===== config.mk =====
export PLATFORM = sky130hd
export DESIGN_NAME = spram_arb_ctrl
export DESIGN_NICKNAME = d
export VERILOG_FILES = /design/src/rtl/spram_ctrl_pkg.sv /design/src/rtl/rr_arb2.sv /design/src/rtl/spram_arb_ctrl.sv
export SDC_FILE = /design/constraint.sdc
export NUM_CORES = 1
export LEC_CHECK = 0
export BUFFER_PORTS_ARGS = -buffer_cell sky130_fd_sc_hd__buf_2
export CAP_MARGIN = 20
export CELL_PAD_IN_SITES_DETAIL_PLACEMENT = 0
export CELL_PAD_IN_SITES_GLOBAL_PLACEMENT = 1
export CORE_MARGIN = 4
export CORE_UTILIZATION = 35
export CTS_CLUSTER_SIZE = 14
export DETAILED_ROUTE_END_ITERATION = 16
export GPL_ROUTABILITY_DRIVEN = 0
export PLACE_DENSITY = 0.87
export SLEW_MARGIN = 5
export SYNTH_ARGS = -nofsm -noshare
export SYNTH_HDL_FRONTEND = slang
export SYNTH_SLANG_ARGS = --single-unit

===== constraint.sdc =====
create_clock -name clk -period 2.7 [get_ports clk]
set_clock_uncertainty 0.15 [all_clocks]
set_input_delay 0.54 -clock clk [delete_from_list [all_inputs] [get_ports clk]]
set_output_delay 0.54 -clock clk [all_outputs]
set_load 0.005 [all_outputs]

===== src/rtl/spram_ctrl_pkg.sv =====
// Shared types and defaults for the single-port SRAM arbiter/sequencer.
package spram_ctrl_pkg;
  localparam int NUM_PORTS  = 2;
  localparam int DEF_ADDR_W = 5;
  localparam int DEF_DATA_W = 32;

  typedef enum logic {INIT, RUN} state_e;
endpackage


===== src/rtl/rr_arb2.sv =====
// Two-input round-robin arbiter: one-hot grant, pointer moves to the other port after any grant.
// Latency: combinational grant; pointer updates on the grant edge. No backpressure of its own.
module rr_arb2 (
  input  logic       clk,
  input  logic       rst_n,
  input  logic [1:0] eligible,
  output logic [1:0] grant
);
  logic rr_ptr_q, rr_ptr_d;

  always_comb begin
    grant    = eligible;
    rr_ptr_d = rr_ptr_q;
    if (eligible == 2'b11) begin
      grant = rr_ptr_q ? 2'b10 : 2'b01;
    end
    if (grant[0]) begin
      rr_ptr_d = 1'b1;
    end else if (grant[1]) begin
      rr_ptr_d = 1'b0;
    end
  end

  always_ff @(posedge clk or negedge rst_n) begin
    if (!rst_n) rr_ptr_q <= 1'b0;
    else        rr_ptr_q <= rr_ptr_d;
  end
endmodule


===== src/rtl/spram_arb_ctrl.sv =====
// Shares one single-port SRAM between two valid/ready requesters, optionally zero-fills it after reset.
// Read accept-to-response latency 2 cycles; one read in flight per port, held until rsp_ready.
module spram_arb_ctrl
  import spram_ctrl_pkg::*;
#(
  parameter int ADDR_W     = DEF_ADDR_W,
  parameter int DATA_W     = DEF_DATA_W,
  parameter bit INIT_CLEAR = 1'b1
) (
  input  logic              clk,
  input  logic              rst_n,
  input  logic [1:0]        req_valid,
  output logic [1:0]        req_ready,
  input  logic [1:0]        req_we,
  input  logic [ADDR_W-1:0] req_addr0,
  input  logic [ADDR_W-1:0] req_addr1,
  input  logic [DATA_W-1:0] req_wdata0,
  input  logic [DATA_W-1:0] req_wdata1,
  output logic [1:0]        rsp_valid,
  input  logic [1:0]        rsp_ready,
  output logic [DATA_W-1:0] rsp_rdata0,
  output logic [DATA_W-1:0] rsp_rdata1,
  output logic              init_done,
  output logic              mem_ceb,
  output logic              mem_web,
  output logic [ADDR_W-1:0] mem_a,
  output logic [DATA_W-1:0] mem_d,
  input  logic [DATA_W-1:0] mem_q
);
  localparam state_e RST_STATE = INIT_CLEAR ? INIT : RUN;

  state_e              state_q, state_d;
  logic [ADDR_W-1:0]   clr_cnt_q, clr_cnt_d;
  logic [1:0]          rd_pend_q, rd_pend_d;
  logic [1:0]          rsp_valid_q, rsp_valid_d;
  logic [DATA_W-1:0]   rsp_rdata_q [NUM_PORTS];
  logic [DATA_W-1:0]   rsp_rdata_d [NUM_PORTS];
  logic [ADDR_W-1:0]   mem_a_q, mem_a_int;
  logic [DATA_W-1:0]   mem_d_q, mem_d_int;
  logic                mem_ceb_int, mem_web_int;
  logic [ADDR_W-1:0]   addr_m  [NUM_PORTS];
  logic [DATA_W-1:0]   wdata_m [NUM_PORTS];
  logic [1:0]          eligible, grant;
  logic                g;

  assign addr_m[0]  = req_addr0;
  assign addr_m[1]  = req_addr1;
  assign wdata_m[0] = req_wdata0;
  assign wdata_m[1] = req_wdata1;

  // A read may issue only if its response slot will be free by the time data returns.
  always_comb begin
    eligible = '0;
    for (int p = 0; p < NUM_PORTS; p++) begin
      eligible[p] = (state_q == RUN) && req_valid[p] &&
                    (req_we[p] || (!rd_pend_q[p] && (!rsp_valid_q[p] || rsp_ready[p])));
    end
  end

  rr_arb2 u_arb (
    .clk      (clk),
    .rst_n    (rst_n),
    .eligible (eligible),
    .grant    (grant)
  );

  always_comb begin
    state_d     = state_q;
    clr_cnt_d   = clr_cnt_q;
    mem_ceb_int = 1'b1;
    mem_web_int = 1'b1;
    mem_a_int   = mem_a_q;
    mem_d_int   = mem_d_q;
    rd_pend_d   = '0;
    rsp_valid_d = rsp_valid_q;
    rsp_rdata_d = rsp_rdata_q;
    g           = grant[1];

    if (state_q == INIT) begin
      mem_ceb_int = 1'b0;
      mem_web_int = 1'b0;
      mem_a_int   = clr_cnt_q;
      mem_d_int   = '0;
      clr_cnt_d   = clr_cnt_q + 1'b1;
      if (clr_cnt_q == {ADDR_W{1'b1}}) state_d = RUN;
    end else if (|grant) begin
      mem_ceb_int  = 1'b0;
      mem_web_int  = ~req_we[g];
      mem_a_int    = addr_m[g];
      mem_d_int    = wdata_m[g];
      rd_pend_d[g] = ~req_we[g];
    end

    // A capture outranks a drain in the same cycle.
    for (int p = 0; p < NUM_PORTS; p++) begin
      if (rd_pend_q[p]) begin
        rsp_valid_d[p] = 1'b1;
        rsp_rdata_d[p] = mem_q;
      end else if (rsp_valid_q[p] && rsp_ready[p]) begin
        rsp_valid_d[p] = 1'b0;
      end
    end
  end

  always_ff @(posedge clk or negedge rst_n) begin
    if (!rst_n) begin
      state_q     <= RST_STATE;
      clr_cnt_q   <= '0;
      rd_pend_q   <= '0;
      rsp_valid_q <= '0;
      rsp_rdata_q <= '{default: '0};
      mem_a_q     <= '0;
      mem_d_q     <= '0;
    end else begin
      state_q     <= state_d;
      clr_cnt_q   <= clr_cnt_d;
      rd_pend_q   <= rd_pend_d;
      rsp_valid_q <= rsp_valid_d;
      rsp_rdata_q <= rsp_rdata_d;
      mem_a_q     <= mem_a_int;
      mem_d_q     <= mem_d_int;
    end
  end

  // Outputs are forced idle while reset is held, even though state already reads INIT.
  assign req_ready  = grant & {2{rst_n}};
  assign mem_ceb    = mem_ceb_int | ~rst_n;
  assign mem_web    = mem_web_int | ~rst_n;
  assign mem_a      = rst_n ? mem_a_int : '0;
  assign mem_d      = rst_n ? mem_d_int : '0;
  assign init_done  = rst_n && (state_q == RUN);
  assign rsp_valid  = rsp_valid_q;
  assign rsp_rdata0 = rsp_rdata_q[0];
  assign rsp_rdata1 = rsp_rdata_q[1];
endmodule


==> flow_metrics.tcl <==
set metrics [dict create \
    fmax_ghz 0.352 \
    synth_top_family_by_area "multiplexers" \
    clk_pin_slew_worst_paths_ns 0.07 \
    status "complete, but fails checks" \
    grt-ovfl-total 0 \
    seqPwrFrac_pct 40.5 \
    firstDrtPassIters 4 \
    period_needed_ns 2.84 \
    synthMuxAreaShare_pct 15.7 \
    hold_class "input pin to async pin" \
    clock_latency_ns 0.35 \
    ys_async_sr_fraction_pct 100 \
    synth_top_area_share_pct 58.2 \
    drv_cap 0 \
    cts_max_level 3 \
    setup-violations-final 39 \
    timing.slew.headroom_pct 46.2 \
    end_kind "output port" \
    vias 4206 \
    hold_viol_final 0 \
    ys_warn_count 0 \
    synth-simple-area-share_pct 11.4 \
    synth_compound_area_share_pct 10.3 \
    share_comb_of_total_power_pct 33.2 \
    hpwlAfterDp_um 10500 \
    p_clk_share_pct 26.3 \
    postLayoutCoreUtil_pct 55.5 \
    ys_types 31 \
    cp_cell_sequence "or3b_4 -> nand3_2 -> and3b_2 -> buf_12 -> buf_12 -> buf_6 -> a22oi_2 -> a21oi_1 -> buf_2" \
    rsz0062_at_grt "true" \
    worst_path_most_repeated_cell "buf_12" \
    worst_pin_slew_ns 0.807 \
    synth-edff-count 0 \
    syn-num-nets 511 \
    finalNonFillerCells 844 \
    yosys.area.top_type "dfrtp_1" \
    mostFrequentLayoutCells "217 x buf_2, 112 x dfrtp_1, 66 x mux2_2" \
    totalWireLength_um 15300 \
    area_growth_pct 54.1 \
    crit_type "register to output port" \
    netSwitchingPower_mw 1.71 \
    die_height_um 125 \
    cts_tree "yes" \
    synthXorXnorAreaFrac_pct 0.546 \
    antenna_found_initial 2 \
    required_ns 2.01 \
    dpl-instance-area_um2 6290 \
    syn_area_per_cell_um2 12.2 \
    syn-cell-area_um2 4810 \
    synthFlopType "dfrtp_1" \
    ant_nets 0 \
    grt_pass1_wl_um 23700 \
    p_total_mw 5.86 \
    final_common_cell "buf_2" \
    fin_crit_sh_pct 105 \
    final_area_um2 7410 \
    via_per_inst 4.98 \
    setup_slack_ns -0.144 \
    drv_slew 0 \
    place_inst 797 \
    slowest_delay_ns 0.41 \
    rows 42 \
    critPathSlowestCell "or3b_4" \
    synth_fa_ha_area_share_pct 0.520 \
    p_sw_share_pct 29.2 \
    cp_max_fo 4 \
    place_ws_ns -0.146 \
    violations "setup timing" \
    cts_hold_buf 0 \
    layout-drive-gt1-share_pct 67.0 \
    cts_buffers 9 \
    layout.nets 778 \
    drt-initial-drc-count 175 \
    grtUsageTotal_pct 18.8 \
    critPathArrivalTime_ns 2.15 \
    core_um2 13300 \
    p_int_mw 4.15 \
    io_buffers 221 \
    dieArea_um2 15700 \
    start_kind "register" \
    root_buffer "clkbuf_16" \
    wire_per_inst_um 18.2 \
    die_w_um 125 \
    clk_path_buf_depth 2 \
    peakVddDrop_mv 0.608 \
    ys_seq_elements 112 \
    netlist_top_cells_area "dfrtp_1 58%, mux2_2 16%, a22oi_1 4.5%" \
    grt_pass1_vias 4490 \
    p_leak_nw 3.64 \
    grt_max_degree 66 \
    pin_count 222 \
    power.density_nw_per_um2 790 \
    synthCells 395 \
    yosysSeqAreaShare_pct 58.2 \
    route.detailed.drc 0 \
    start_util_pct 36.1 \
    cts.sinks 112 \
]
area by class of cell:
class | count | area (um^2)
multi-input combinational | 253 | 2180
antenna | 1 | 2.50
clock buffer | 9 | 225
inverter | 3 | 11.3
timing repair buffer | 283 | 1840
fill | 1142 | 5930
clock inverter | 7 | 126
tap | 176 | 220
sequential | 112 | 2800
critical path, delay by kind of cell (launching register included):
family | cells | cell delay, ns
simple gates | 3 | 0.78
buf+inv | 4 | 0.49
flops | 1 | 0.34
compound gates | 2 | 0.19
what timing repair did:
action | 4_1_cts | 5_1_grt
setup buffers | 14 | 12
gates resized for setup | 48 | 62
setup endpoints to repair | 38 | 40
pin swaps | 14 | 32
gates cloned | 5 | 2
registers in the layout (all words and copies together), names as in the netlist:
register,cells
clr_cnt_q,5
mem_a_q,5
mem_d_q,32
rd_pend_q,2
rsp_rdata0,32
rsp_rdata1,32
rsp_valid,2
state_q,1
u_arb.rr_ptr_q,1
path summary, 6_finish.rpt:
| kind | startpoint | endpoint | slack (ns) | depth (start not counted) |
|---|---|---|---|---|
| worst max-delay path | rsp_valid[0] | mem_d[1] | -0.14 | 9 |
| min in group clk | req_we[1] | rd_pend_q[1] | 0.23 | 2 |
| worst min-delay path | rst_n | u_arb.rr_ptr_q | 0.03 | 2 |
| worst max register to register | rsp_valid[0] | mem_d_q[27] | 0.67 | 9 |
| worst min register to register | mem_d_q[1] | mem_d_q[1] | 0.34 | 2 |
| max in group asynchronous | rst_n | rsp_rdata1[0] | 1.15 | 3 |
per-layer routing:
| metal | vias up | track usage (%) | share of wire [%] | routed length (um) |
|---|---|---|---|---|
| met2 | 199 | 31.4 | 49 | 7550 |
| li1 | 1954 | - | - | - |
| met3 | 28 | 7.12 | 9.6 | 1470 |
| met5 | - | 0 | 0.085 | 13 |
| met1 | 2023 | 22.3 | 39 | 5930 |
| met4 | 2 | 7.02 | 2.4 | 362 |
synth_stat cells (2+ instances only):
master and instances:
dfrtp_1 112, mux2_2 67, nand2_1 57, a22oi_1 29, a21oi_1 27, clkbuf_1 12
nand3_1 11, and2_1 9, a31oi_1 8, buf_2 8, nand4_1 7, nand2b_1 6
a221o_1 5, and4_1 4, buf_4 4, buf_6 3, inv_1 3, nor2b_1 3
xnor2_1 3, and3_1 2, ha_1 2, nand2b_4 2, nor2_1 2, or2_2 2
logic make-up (layout without fill, tap and decap cells):
kind of cell / count (synthesis) / count (layout)
multiplexers: 67 / 67
AND/OR/NAND/NOR: 108 / 108
flip-flops: 112 / 112
XOR/XNOR: 3 / 3
buffers and inverters: 30 / 302
AO/OA/AOI/OAI: 73 / 73
adder cells (fa/ha/maj): 2 / 2
other: 0 / 1
power by group through the flow:
stage | logic (mW) | clock network [mW] | registers [mW]
floorplan | 0.740 | 0 | 2.39
global placement | 1.54 | 0 | 2.35
detailed placement | 1.58 | 0 | 2.38
CTS | 1.82 | 1.59 | 2.37
global route | 2.12 | 1.67 | 2.43
finish | 1.94 | 1.54 | 2.37
through the flow:
stage / hold slack, ns / setup TNS (ns)
2_1_floorplan: 0.0944 / 0
3_3_place_gp: 0.321 / -2.19
3_5_place_dp: 0.328 / -2.81
4_1_cts: 0.0181 / -4.96
5_1_grt: 0.0427 / -7.32
6_report: 0.0275 / -3.93
Power figures use the tool's default switching activity.
